File: config.mk
export PLATFORM = sky130hd
export DESIGN_NAME = clk_div_ctrl
export DESIGN_NICKNAME = d
export VERILOG_FILES = /design/src/rtl/clk_div_pkg.sv /design/src/rtl/clk_div_cnt.sv /design/src/rtl/clk_div_ctrl.sv
export SDC_FILE = /design/constraint.sdc
export NUM_CORES = 1
export LEC_CHECK = 0
export CAP_MARGIN = 20
export CELL_PAD_IN_SITES_DETAIL_PLACEMENT = 1
export CELL_PAD_IN_SITES_GLOBAL_PLACEMENT = 1
export CORE_MARGIN = 8
export CORE_UTILIZATION = 38
export DETAILED_ROUTE_END_ITERATION = 6
export PLACE_DENSITY = 0.79
export SLEW_MARGIN = 20
export SYNTH_ARGS = -nofsm -noshare
export SYNTH_HDL_FRONTEND = slang
export SYNTH_HIERARCHICAL = 1
export SYNTH_SLANG_ARGS = --single-unit
File: constraint.sdc
create_clock -name clk -period 3.62 [get_ports clk]
set_input_delay 0.543 -clock clk [delete_from_list [all_inputs] [get_ports clk]]
set_output_delay 0.543 -clock clk [all_outputs]
set_load 0.05 [all_outputs]
File: src/rtl/clk_div_pkg.sv
// clk_div_pkg
// Shared definitions for the clock-divider controller slice:
//   state_t  - controller states (IDLE, RUN, DRAIN)
//   CW_DEF   - default width of the ratio and the division counter
//   half()   - high-phase length of a period of ratio N (floor(N/2))
package clk_div_pkg;

  typedef enum logic [1:0] {
    IDLE  = 2'd0,
    RUN   = 2'd1,
    DRAIN = 2'd2
  } state_t;

  localparam int CW_DEF = 4;

  // The argument and result are 32 bits wide so that any CW can use this
  // function. The caller casts the result back down to CW bits.
  function automatic logic [31:0] half(input logic [31:0] n);
    return n >> 1;
  endfunction

endpackage

File: src/rtl/clk_div_cnt.sv
// clk_div_cnt
// Division counter with registered divided-clock and period-tick generation.
// Ports:
//   clk      - clock, rising edge
//   rst      - asynchronous reset, active-high
//   en       - 1 when the controller will be in RUN/DRAIN after this edge
//   load     - 1 while the controller is in IDLE; the first count after
//              a start is forced to 0
//   ratio    - ratio currently in force (cur_div)
//   boundary - cnt == ratio-1, which is the last cycle of a period
//   clk_div  - registered divided clock: floor(N/2) cycles high, then
//              ceil(N/2) cycles low
//   div_tick - one-cycle pulse on the first cycle of each period
module clk_div_cnt
  import clk_div_pkg::*;
#(
  parameter int CW = CW_DEF
) (
  input  logic          clk,
  input  logic          rst,
  input  logic          en,
  input  logic          load,
  input  logic [CW-1:0] ratio,
  output logic          boundary,
  output logic          clk_div,
  output logic          div_tick
);

  logic [CW-1:0] cnt_q, cnt_d;
  logic          clk_div_q, clk_div_d;
  logic          tick_q, tick_d;
  logic [CW-1:0] half_w;

  assign half_w = CW'(half(32'(ratio)));

  // In IDLE, cnt is 0 and ratio is at least 2, so this comparison stays
  // false there without any extra state qualification.
  assign boundary = (cnt_q == ratio - CW'(1));

  // When the ratio changes at a boundary, the counter wraps to 0. Because
  // every legal ratio has half >= 1, the first cycle of the new period is
  // high whether the old or the new ratio is used here. Reading the old
  // ratio therefore cannot create a runt pulse.
  always_comb begin
    cnt_d = '0;
    if (en && !load && !boundary) begin
      cnt_d = cnt_q + CW'(1);
    end
    clk_div_d = en && (cnt_d < half_w);
    tick_d    = en && (cnt_d == '0);
  end

  always_ff @(posedge clk or posedge rst) begin
    if (rst) begin
      cnt_q     <= '0;
      clk_div_q <= 1'b0;
      tick_q    <= 1'b0;
    end else begin
      cnt_q     <= cnt_d;
      clk_div_q <= clk_div_d;
      tick_q    <= tick_d;
    end
  end

  assign clk_div  = clk_div_q;
  assign div_tick = tick_q;

endmodule

File: src/rtl/clk_div_ctrl.sv
// clk_div_ctrl
// Runtime controller for an integer clock divider. It handles start/stop
// sequencing and changes of the divide ratio. Stops and ratio changes take
// effect only at a period boundary, so clk_div never shows a glitch.
// Ports:
//   clk       - single clock, rising edge
//   rst       - asynchronous reset, active-high
//   run       - level; 1 = run, 0 = stop at the next period boundary
//   cfg_div   - requested ratio, sampled while cfg_req is high
//   cfg_req   - level request, held until cfg_ack
//   cfg_ack   - one-cycle pulse when a request is accepted or rejected
//   cfg_err   - valid with cfg_ack; 1 = rejected (cfg_div < 2)
//   clk_div   - registered divided clock
//   div_tick  - pulse on the first cycle of each divided period
//   cur_div   - ratio currently in force
//   odd_ratio - cur_div[0], for the downstream negedge duty-correction cell
//   busy      - 1 in RUN or DRAIN
// DIV_DEF must lie in 2..2^CW-1.
module clk_div_ctrl
  import clk_div_pkg::*;
#(
  parameter int CW      = CW_DEF,
  parameter int DIV_DEF = 9
) (
  input  logic          clk,
  input  logic          rst,
  input  logic          run,
  input  logic [CW-1:0] cfg_div,
  input  logic          cfg_req,
  output logic          cfg_ack,
  output logic          cfg_err,
  output logic          clk_div,
  output logic          div_tick,
  output logic [CW-1:0] cur_div,
  output logic          odd_ratio,
  output logic          busy
);

  state_t        state_q, state_d;
  logic [CW-1:0] cur_div_q, cur_div_d;
  logic          ack_q, ack_d;
  logic          err_q, err_d;

  logic          boundary;
  logic          req_live;
  logic          req_valid;
  logic          cnt_en;
  logic          cnt_load;

  // The requester still holds cfg_req during the cycle in which the ack is
  // visible. Masking the request in that cycle stops one held request from
  // being acknowledged twice.
  assign req_live  = cfg_req && !ack_q;
  assign req_valid = (cfg_div >= CW'(2));

  always_comb begin
    state_d   = state_q;
    cur_div_d = cur_div_q;
    ack_d     = 1'b0;
    err_d     = 1'b0;

    case (state_q)
      IDLE: begin
        if (run) begin
          state_d = RUN;
        end
        // With no period in flight, a valid ratio takes effect at once.
        // If run rises on the same edge, the first period uses this ratio.
        if (req_live && req_valid) begin
          cur_div_d = cfg_div;
          ack_d     = 1'b1;
        end
      end

      RUN, DRAIN: begin
        if (boundary && !run) begin
          state_d = IDLE;
        end else if (run) begin
          state_d = RUN;
        end else begin
          state_d = DRAIN;
        end
        if (boundary && req_live && req_valid) begin
          cur_div_d = cfg_div;
          ack_d     = 1'b1;
        end
      end

      default: begin
        state_d = IDLE;
      end
    endcase

    // A rejected ratio never waits for a boundary.
    if (req_live && !req_valid) begin
      ack_d = 1'b1;
      err_d = 1'b1;
    end
  end

  assign cnt_en   = (state_d != IDLE);
  assign cnt_load = (state_q == IDLE);

  always_ff @(posedge clk or posedge rst) begin
    if (rst) begin
      state_q   <= IDLE;
      cur_div_q <= CW'(DIV_DEF);
      ack_q     <= 1'b0;
      err_q     <= 1'b0;
    end else begin
      state_q   <= state_d;
      cur_div_q <= cur_div_d;
      ack_q     <= ack_d;
      err_q     <= err_d;
    end
  end

  clk_div_cnt #(
    .CW(CW)
  ) u_cnt (
    .clk      (clk),
    .rst      (rst),
    .en       (cnt_en),
    .load     (cnt_load),
    .ratio    (cur_div_q),
    .boundary (boundary),
    .clk_div  (clk_div),
    .div_tick (div_tick)
  );

  assign cfg_ack   = ack_q;
  assign cfg_err   = err_q;
  assign cur_div   = cur_div_q;
  assign odd_ratio = cur_div_q[0];
  assign busy      = (state_q != IDLE);

endmodule

==> results of run 1 <==
## cell type report
type / count / area share (%)
flip-flops and latches: 14 / 32.34
clock buffers: 4 / 3.326
repair buffers: 18 / 16.28
well taps: 28 / 3.211
multi-input cells: 58 / 41.40
inverters: 10 / 3.440
## registers in the layout (all words and copies together) (netlist names)
| name | flops |
|---|---|
| u_cnt/div_tick | 1 |
| u_cnt/cnt_q | 4 |
| cfg_ack | 1 |
| cur_div | 4 |
| cfg_err | 1 |
| u_cnt/clk_div | 1 |
| state_q | 2 |
## metrics by stage
step	std cells	util (%)	area [um^2]	worst slack [ns]	hold WS [ns]
floorplan	85	-	864.6	0.2086	0.3340
global placement	128	48.14	1055	0.3754	0.5497
detailed placement	128	48.14	1055	0.2868	0.5658
CTS	132	49.80	1091	0.2416	0.5205
global route	132	49.80	1091	0.04196	0.5565
finish	132	49.80	1091	0.2664	0.5144
## synth_stat cells, drive strengths merged
cell,count
a22oi,1
a22o,3
nand3,1
nor4,1
o21bai,1
nand2b,2
buf,2
nor2b,1
a31oi,2
dfrtp,12
a32o,1
inv,10
ha,6
and2,1
o21a,1
a21o,1
dfstp,2
a211oi,1
nor3b,2
xnor2,8
or2,2
a221o,1
o31a,2
a21oi,4
nor3,7
nand2,5
clkbuf,1
xor2,1
nor2,3
## layout by cell type (no fill, tap or decap)
cell type / netlist / layout
a211oi_1: 1 / 1
a21o_1: 1 / 1
a21oi_1: 4 / 4
a221o_2: 1 / 1
a22o_1: 3 / 3
a22oi_1: 1 / 1
a31oi_1: 2 / 2
a32o_1: 1 / 1
and2_1: 1 / 1
buf_4: 1 / 1
clkbuf_4: 0 / 3
clkbuf_8: 0 / 1
clkdlybuf4s50_1: 0 / 17
dfrtp_1: 12 / 12
dfstp_2: 2 / 2
ha_1: 6 / 6
inv_1: 10 / 10
nand2_1: 5 / 5
nand2b_1: 2 / 2
nand3_1: 1 / 1
nor2_1: 3 / 3
nor2b_1: 1 / 1
nor3_1: 6 / 6
nor3_4: 1 / 1
nor3b_1: 2 / 2
nor4_4: 1 / 1
o21a_1: 1 / 1
o21bai_1: 1 / 1
o31a_1: 2 / 2
or2_1: 1 / 1
or2_2: 1 / 1
xnor2_1: 7 / 7
xnor2_2: 1 / 1
xor2_1: 1 / 1
## routing by layer
metal | wire length [um] | vias up | global-route usage (%)
li1 | - | 332 | -
met1 | 863 | 312 | 11.96
met2 | 995 | 10 | 18.50
met3 | 91 | 0 | 3.004
met4 | 0 | 0 | 2.507
met5 | 0 | - | 0
## logic make-up after synthesis
logic type      after synthesis
compound gates               18
xor+xnor                      9
fa+ha+maj                     6
buf+inv                      13
flops                        14
simple gates                 25
## critical path, delay by kind of cell (launching register included)
kind / cells / cell delay [ns]
AO/OA/AOI/OAI: 4 / 0.68
XOR/XNOR: 2 / 0.29
adder cells (fa/ha/maj): 2 / 0.50
buffers and inverters: 2 / 0.16
flip-flops: 1 / 0.63
AND/OR/NAND/NOR: 6 / 1.03
## worst paths after layout
path / cells past startpoint / slack [ns] / end
worst max register to register: 16 / 0.27 / u_cnt/clk_div
worst min register to register: 2 / 0.57 / cfg_ack
worst max-delay path: 16 / 0.27 / u_cnt/clk_div
worst min-delay path: 2 / 0.51 / u_cnt/div_tick
min in group clk: 2 / 0.57 / cfg_ack
max in group asynchronous: 2 / 2.79 / cur_div[3]
==> summary.md, run 1 <==
### STA
• **share of the clock period used by the worst path after layout** 92.64%
• **final setup skew** 0.005829 ns
• **hold violation count in the final report** 0
• **transition time at the pin with the least slew margin** 0.5034 ns
• **TNS Setup** 0 ns
• **worst-case headroom to the max-slew limit** 66.33%
• **Achievable Freq** 0.2982 GHz
• **final-report setup violation count** 0
• **count of pins over their slew limit** 0
• **unrepaired setup endpoints after global routing** no
• **final critical-path required period** 3.354 ns

### Die
• **Die Area** 4058 um^2
• **initial standard-cell utilization of the core** 39.46%
• **Die X** 63.70 um
• **Core Footprint** 2191 um^2
• **top-level port count** 18
• **y dimension of the die** 63.70 um
• **standard-cell row count** 17

### Yosys
• **yosys synthesis warning count** 6
• **sequential area share after synthesis** 40.81%
• **number of register bits inferred by synthesis** 14
• **xor-xnor portion of the synthesized cell area** 9.986%
• **average cell area after synthesis** 10.17 um^2
• **fraction of synthesized area in multiplexers** 0%
• **simple-gate area share of the yosys netlist** 17.95%
• **ranking of synthesized cells by area** dfrtp_1 35%, ha_1 8.7%, xnor2_1 7.1%
• **Unique masters post-synth** 33
• **Synth Area in Adders** 8.683%
• **biggest area consumer among synthesized cells** dfrtp_1
• **Synthesized Nets** 99
• **dominant combinational cell family by area after synthesis** simple AND/OR/NAND/NOR gates
• **cell area after synthesis** 864.6 um^2
• **fraction of post-synthesis cell area in the top cell type by area** 34.73%
• **share of the synthesized area in compound gates (AO/OA/AOI/OAI)** 15.63%
• **synthesized instance count** 85

### Route
• **drt initial violations** 11
• **remaining design rule violation count** 0
• **Detail Route Antenna Nets** 0
• **number of vias per cell after detailed routing** 4.955
• **total routed wirelength** 1950 um
• **total via count in the routed design** 654
• **router iterations before antenna repair** 2
• **average wire per standard cell** 14.77 um

### Run status
• **status** finished clean

### Worst setup path
• **Setup Crit Path Kind** flop to flop
• **ordered list of cells on the worst path** inv_1, ha_1, xnor2_1, xnor2_1, nor4_4, inv_1, a22oi_1, nor3_1, or2_2, nand2b_1, nor3b_1, ha_1, a31oi_1, nor2_1, a211oi_1, o31a_1
• **endpoint required time on the critical path** 3.84 ns
• **worst stage delay on the critical path** 0.63 ns
• **Startpoint Class** flop
• **nature of the critical path endpoint** flop
• **FF-to-FF Start** cur_div[0]
• **CP Max Fanout** 6
• **worst setup path startpoint** cur_div[0]
• **arrival time at the worst endpoint** 3.57 ns
• **highest-delay cell along the critical path** dfstp_2

### Layout
• **layout cells sized above 1** 11.54%
• **footprint of the multi-input gates** 451.7 um^2
• **area added between synthesis and finish** 26.19%
• **total inserted antenna cells** 0
• **number of filler cells placed in the layout** 265
• **flip-flop and latch area** 352.8 um^2
• **total number of nets in the final design** 119

### Global routing
• **grt ovf** 0
• **vias in the first global route** 770
• **maximum number of pins on one net before global-route repair** 9
• **first-pass GRT wire length** 3532 um
• **antenna violations before repair** 0
• **total track usage** 10.43%

### Clocking
• **cell at the root of the clock tree** clkbuf_4
• **latest clock arrival within the worst-skew pair** 0.27 ns
• **TritonCTS clock tree** built
• **post-CTS sizing** 0
• **number of buffers inserted for hold repair after clock tree synthesis** 0
• **clock net sink count** 14
• **htree depth** 1
• **total CTS buffers** 3
• **clock slew at the register clock pins of the worst setup and hold paths** 0.09 ns
• **number of buffers inserted by post-CTS setup repair** 0
• **CTS Buffer Depth** 2

### Hold path
• **worst hold path type** input pin to async pin

### Placed design
• **half-perimeter wire length after placement** 1621 um
• **Placer Congestion** 0.7382
• **Port Buffers** 17

### Flow run
• **number of max-cap violations** 0

Power of run 1 is left out: the tool's default activity adds up to more than one toggle a clock period on the data nets, which glitch-free logic cannot reach.
==> run 2: changes to the inputs <==
--- a/config.mk
+++ b/config.mk
@@ -12,6 +12,7 @@
 export CORE_UTILIZATION = 38
 export DETAILED_ROUTE_END_ITERATION = 6
 export PLACE_DENSITY = 0.79
+export RECOVER_POWER = 25
 export SLEW_MARGIN = 20
 export SYNTH_ARGS = -nofsm -noshare
 export SYNTH_HDL_FRONTEND = slang
==> summary.md, run 2 (synthesis gave the netlist of run 1 again) <==
### Worst setup path
• **FF-to-FF Start** cur_div[0]
• **crit path to** u_cnt/clk_div
• **nature of the critical path endpoint** flop
• **ordered list of cells on the worst path** inv_1, ha_1, xnor2_1, xnor2_1, nor4_4, inv_1, a22oi_1, nor3_1, or2_2, nand2b_1, nor3b_1, ha_1, a31oi_1, nor2_1, a211oi_1, o31a_1
• **buffer and inverter count on the worst path** 2, unchanged
• **CP Max Fanout** 6, unchanged
• **total stage count of the critical path** 16, unchanged
• **worst setup path startpoint** cur_div[0]
• **arrival time at the worst endpoint** 3.57 ns, about the same
• **Setup Crit Path Kind** flop to flop
• **Startpoint Class** flop
• **endpoint required time on the critical path** 3.84 ns, about the same
• **worst reg2reg path depth** 16, unchanged
• **CP delay by family, top** simple AND/OR/NAND/NOR gates
• **setup slack on the worst flop-to-flop path** 0.27 ns, about the same
• **worst stage delay on the critical path** 0.63 ns, about the same
• **highest-delay cell along the critical path** dfstp_2
• **critical register-to-register path endpoint** u_cnt/clk_div

### Layout
• **most common cell after layout, fill and taps aside** clkdlybuf4s50_1
• **total number of nets in the final design** 119, unchanged
• **area added between synthesis and finish** 26.19%, unchanged
• **highest-count cells in the layout ignoring fill and taps** 16 x clkdlybuf4s50_1, 12 x dfrtp_1, 10 x inv_1, 7 x xnor2_1
• **total inserted antenna cells** 0, unchanged
• **number of filler cells placed in the layout** 265, unchanged
• **flip-flop and latch area** 352.8 um^2, unchanged
• **layout cells sized above 1** 11.54%, unchanged
• **footprint of the multi-input gates** 451.7 um^2, unchanged

### Route
• **drt initial violations** 11, unchanged
• **Detail Route Antenna Nets** 0, unchanged
• **remaining design rule violation count** 0, unchanged
• **total via count in the routed design** 654, unchanged
• **number of vias per cell after detailed routing** 4.955, unchanged
• **router iterations before antenna repair** 2, unchanged
• **met3 routed WL** 91 um, unchanged
• **wire length on met1** 863 um, unchanged
• **routed wire length on met2** 995 um, unchanged
• **total routed wirelength** 1950 um, unchanged
• **highest metal layer used by the detailed router** met3
• **average wire per standard cell** 14.77 um, unchanged

### Global routing
• **first-pass GRT wire length** 3532 um, unchanged
• **grt ovf** 0, unchanged
• **vias in the first global route** 770, unchanged
• **maximum number of pins on one net before global-route repair** 9, unchanged
• **total track usage** 10.43%, unchanged
• **antenna violations before repair** 0, unchanged

### Die
• **standard-cell row count** 17, unchanged
• **top-level port count** 18, unchanged
• **y dimension of the die** 63.70 um, unchanged
• **Die X** 63.70 um, unchanged
• **Die Area** 4058 um^2, unchanged
• **Core Footprint** 2191 um^2, unchanged
• **initial standard-cell utilization of the core** 39.46%, unchanged

### Clocking
• **clock net sink count** 14, unchanged
• **number of buffers inserted by post-CTS setup repair** 0, unchanged
• **clock slew at the register clock pins of the worst setup and hold paths** 0.09 ns, about the same
• **latest clock arrival within the worst-skew pair** 0.27 ns, about the same
• **post-CTS sizing** 0, unchanged
• **number of buffers inserted for hold repair after clock tree synthesis** 0, unchanged
• **CTS Buffer Depth** 2, unchanged
• **cell at the root of the clock tree** clkbuf_4
• **TritonCTS clock tree** built
• **total CTS buffers** 3, unchanged
• **htree depth** 1, unchanged

### STA
• **final critical-path required period** 3.354 ns, unchanged
• **TNS Setup** 0 ns, unchanged
• **Achievable Freq** 0.2982 GHz, unchanged
• **transition time at the pin with the least slew margin** 0.5034 ns, unchanged
• **unrepaired setup endpoints after global routing** no
• **share of the clock period used by the worst path after layout** 92.64%, unchanged
• **count of pins over their slew limit** 0, unchanged
• **final setup skew** 0.005829 ns, unchanged
• **worst slack on hold paths** 0.5672 ns, +0.05280 ns
• **hold violation count in the final report** 0, unchanged
• **final-report setup violation count** 0, unchanged
• **worst-case headroom to the max-slew limit** 66.33%, unchanged

### Placed design
• **Port Buffers** 17, unchanged
• **Placer Congestion** 0.7382, unchanged
• **half-perimeter wire length after placement** 1621 um, unchanged

### Hold path
• **Worst Min Path Start** cfg_ack
• **worst hold path type** flop to flop

### Run status
• **status** finished clean

### Flow run
• **number of max-cap violations** 0, unchanged

## run 2: layer usage
metal	vias to the layer above	global-route usage, %
met4	0	2.507
met2	10	18.50
li1	332	-
met5	-	0
met1	312	11.96
met3	0	3.004
## run 2: how the worst min path moves through the flow
stage          slack [ns]  cells past startpoint        endpoint
6_report             0.57                      2         cfg_ack
5_1_grt              0.59                      1  u_cnt/cnt_q[0]
4_1_cts              0.52                      2  u_cnt/div_tick
3_5_place_dp         0.57                      2         cfg_ack
3_3_place_gp         0.55                      2         cfg_ack
2_1_floorplan        0.33                      1   u_cnt/clk_div
## run 2: area by class of cell
class / count / area share [%]
multi-input cells: 58 / 41.40
flip-flops and latches: 14 / 32.34
repair buffers: 18 / 16.28
inverters: 10 / 3.440
clock buffers: 4 / 3.326
well taps: 28 / 3.211
## run 2: metrics by stage
stage	instance area, um^2	instances	setup WS (ns)	util, %
after detailed placement	1055	128	0.2868	48.14
after global placement	1055	128	0.3754	48.14
after floorplan	864.6	85	0.2086	-
final	1091	132	0.2664	49.80
after global routing	1091	132	0.04196	49.80
after CTS	1091	132	0.2416	49.80
## run 2: worst register-to-register path: cells and delay by family (launching register included)
family	cells	cell delay [ns]
simple gates	6	1.03
compound gates	4	0.68
flops	1	0.63
fa+ha+maj	2	0.50
xor+xnor	2	0.29
buf+inv	2	0.16
Power of run 2 is left out for the same reason.
==> run 3: changes to the inputs <==
--- a/config.mk
+++ b/config.mk
@@ -6,10 +6,8 @@
 export NUM_CORES = 1
 export LEC_CHECK = 0
 export CAP_MARGIN = 20
-export CELL_PAD_IN_SITES_DETAIL_PLACEMENT = 1
-export CELL_PAD_IN_SITES_GLOBAL_PLACEMENT = 1
 export CORE_MARGIN = 8
-export CORE_UTILIZATION = 38
+export CORE_UTILIZATION = 49
 export DETAILED_ROUTE_END_ITERATION = 6
 export PLACE_DENSITY = 0.79
 export RECOVER_POWER = 25
==> summary.md, run 3 (synthesis gave the netlist of run 1 again) <==
### Hold path
• **worst hold path type** flop to flop

### Clocking
• **htree depth** 1, unchanged
• **CTS Buffer Depth** 2, unchanged
• **total CTS buffers** 3, unchanged
• **number of buffers inserted by post-CTS setup repair** 0, unchanged
• **number of buffers inserted for hold repair after clock tree synthesis** 0, unchanged
• **clock slew at the register clock pins of the worst setup and hold paths** 0.09 ns, about the same
• **latest clock arrival within the worst-skew pair** 0.28 ns, about the same
• **post-CTS sizing** 0, unchanged
• **clock net sink count** 14, unchanged
• **TritonCTS clock tree** built
• **cell at the root of the clock tree** clkbuf_4

### Placed design
• **half-perimeter wire length after placement** 1533 um, -5.5%
• **placed instance area** 1041 um^2, -1.3%
• **Placer Congestion** 0.7887, +6.8%
• **Port Buffers** 17, unchanged
• **number of placed instances with taps included** 117, -8.6%

### STA
• **count of pins over their slew limit** 0, unchanged
• **final setup skew** 0.002949 ns, -0.002880 ns
• **transition time at the pin with the least slew margin** 0.5218 ns, +0.01844 ns
• **unrepaired setup endpoints after global routing** no
• **final-report setup violation count** 0, unchanged
• **worst-case headroom to the max-slew limit** 65.10%, -1.2 points
• **share of the clock period used by the worst path after layout** 91.77%, -0.87 points
• **hold violation count in the final report** 0, unchanged
• **Achievable Freq** 0.3010 GHz, +0.95%
• **final critical-path required period** 3.322 ns, -0.03148 ns
• **TNS Setup** 0 ns, unchanged

### Route
• **remaining design rule violation count** 0, unchanged
• **drt initial violations** 18, +7
• **total via count in the routed design** 684, +4.6%
• **Detail Route Antenna Nets** 0, unchanged
• **router iterations before antenna repair** 4, +2
• **number of vias per cell after detailed routing** 5.653, +14%
• **average wire per standard cell** 15.79 um, +6.9%
• **total routed wirelength** 1910 um, -2.1%

### Die
• **top-level port count** 18, unchanged
• **Core Footprint** 1689 um^2, -23%
• **Die Area** 3365 um^2, -17%
• **y dimension of the die** 58.01 um, -8.9%
• **initial standard-cell utilization of the core** 51.19%, +12 points
• **standard-cell row count** 15, -2
• **Die X** 58.01 um, -8.9%

### Layout
• **final standard cell utilization of the core** 63.78%, +14 points
• **total number of nets in the final design** 119, unchanged
• **highest-count cells in the layout ignoring fill and taps** 16 x clkdlybuf4s50_1, 12 x dfrtp_1, 10 x inv_1, 7 x xnor2_1
• **number of standard cells in the layout, taps in and fillers out** 121, -8.3%
• **layout cells sized above 1** 11.54%, unchanged
• **most common cell after layout, fill and taps aside** clkdlybuf4s50_1
• **post-route cell area** 1077 um^2, -1.3%
• **area added between synthesis and finish** 24.60%
• **total inserted antenna cells** 0, unchanged

### Worst setup path
• **endpoint required time on the critical path** 3.84 ns, about the same
• **CP delay by family, top** simple AND/OR/NAND/NOR gates
• **nature of the critical path endpoint** flop
• **CP Max Fanout** 6, unchanged
• **ordered list of cells on the worst path** inv_1, ha_1, xnor2_1, xnor2_1, nor4_4, inv_1, a22oi_1, nor3_1, or2_2, nand2b_1, nor3_1, ha_1, a31oi_1, nor2_1, a211oi_1, o31a_1
• **highest-delay cell along the critical path** dfstp_2
• **Setup Crit Path Kind** flop to flop
• **setup slack on the worst flop-to-flop path** 0.30 ns, +0.03 ns
• **Startpoint Class** flop
• **arrival time at the worst endpoint** 3.54 ns, -0.03 ns
• **buffer and inverter count on the worst path** 2, unchanged
• **worst stage delay on the critical path** 0.61 ns, -0.02 ns

### Global routing
• **maximum number of pins on one net before global-route repair** 9, unchanged
• **total track usage** 12.87%, +2.4 points
• **grt ovf** 0, unchanged
• **vias in the first global route** 745, -3.2%
• **antenna violations before repair** 0, unchanged
• **first-pass GRT wire length** 3312 um, -6.2%

### Run status
• **status** finished clean

### Flow run
• **number of max-cap violations** 0, unchanged

-- run 3: cell counts in the layout (fill, tap and decap cells not counted) --
Identical to the previous run, type by type.
-- run 3: metal layers --
metal	vias to the layer above	share of wire [%]	global-route usage [%]	routed length, um
li1	332	-	-	-
met1	336	45	14.34	852
met2	12	51	21.50	969
met3	4	3.0	2.428	57
met4	0	1.6	9.091	31
met5	-	0	0	0
-- run 3: through the flow --
stage          hold WS [ns]  setup WS, ns
4_1_cts              0.4999        0.3076
2_1_floorplan        0.3340        0.2086
3_3_place_gp         0.5477        0.4019
3_5_place_dp         0.5781        0.3548
5_1_grt              0.6175       0.04481
6_report             0.5823        0.2979
-- run 3: worst reg2reg max path: stages, from the launching register on --
cell,delay [ns]
dfstp_2,0.61
inv_1,0.06
ha_1,0.21
xnor2_1,0.14
xnor2_1,0.18
nor4_4,0.30
inv_1,0.07
a22oi_1,0.16
nor3_1,0.08
or2_2,0.34
nand2b_1,0.16
nor3_1,0.10
ha_1,0.30
a31oi_1,0.16
nor2_1,0.05
a211oi_1,0.20
o31a_1,0.15
-- run 3: final cells by class --
type | count | area [um^2]
Clock buffer | 4 | 36.28
Fill cell | 137 | 611.8
Inverter | 10 | 37.54
Multi-Input combinational cell | 58 | 451.7
Sequential cell | 14 | 352.8
Tap cell | 17 | 21.27
Timing Repair Buffer | 18 | 177.7
-- run 3: path summary, 6_finish.rpt --
| kind | from | endpoint | cells after the start |
|---|---|---|---|
| worst max-delay path | cur_div[0] | u_cnt/clk_div | 16 |
| worst min-delay path | u_cnt/cnt_q[0] | u_cnt/cnt_q[0] | 1 |
| worst max register to register | cur_div[0] | u_cnt/clk_div | 16 |
| worst min register to register | u_cnt/cnt_q[0] | u_cnt/cnt_q[0] | 1 |
| max in group asynchronous | rst | cur_div[0] | 2 |
| min in group asynchronous | rst | u_cnt/div_tick | 2 |
Power of run 3 is left out for the same reason.
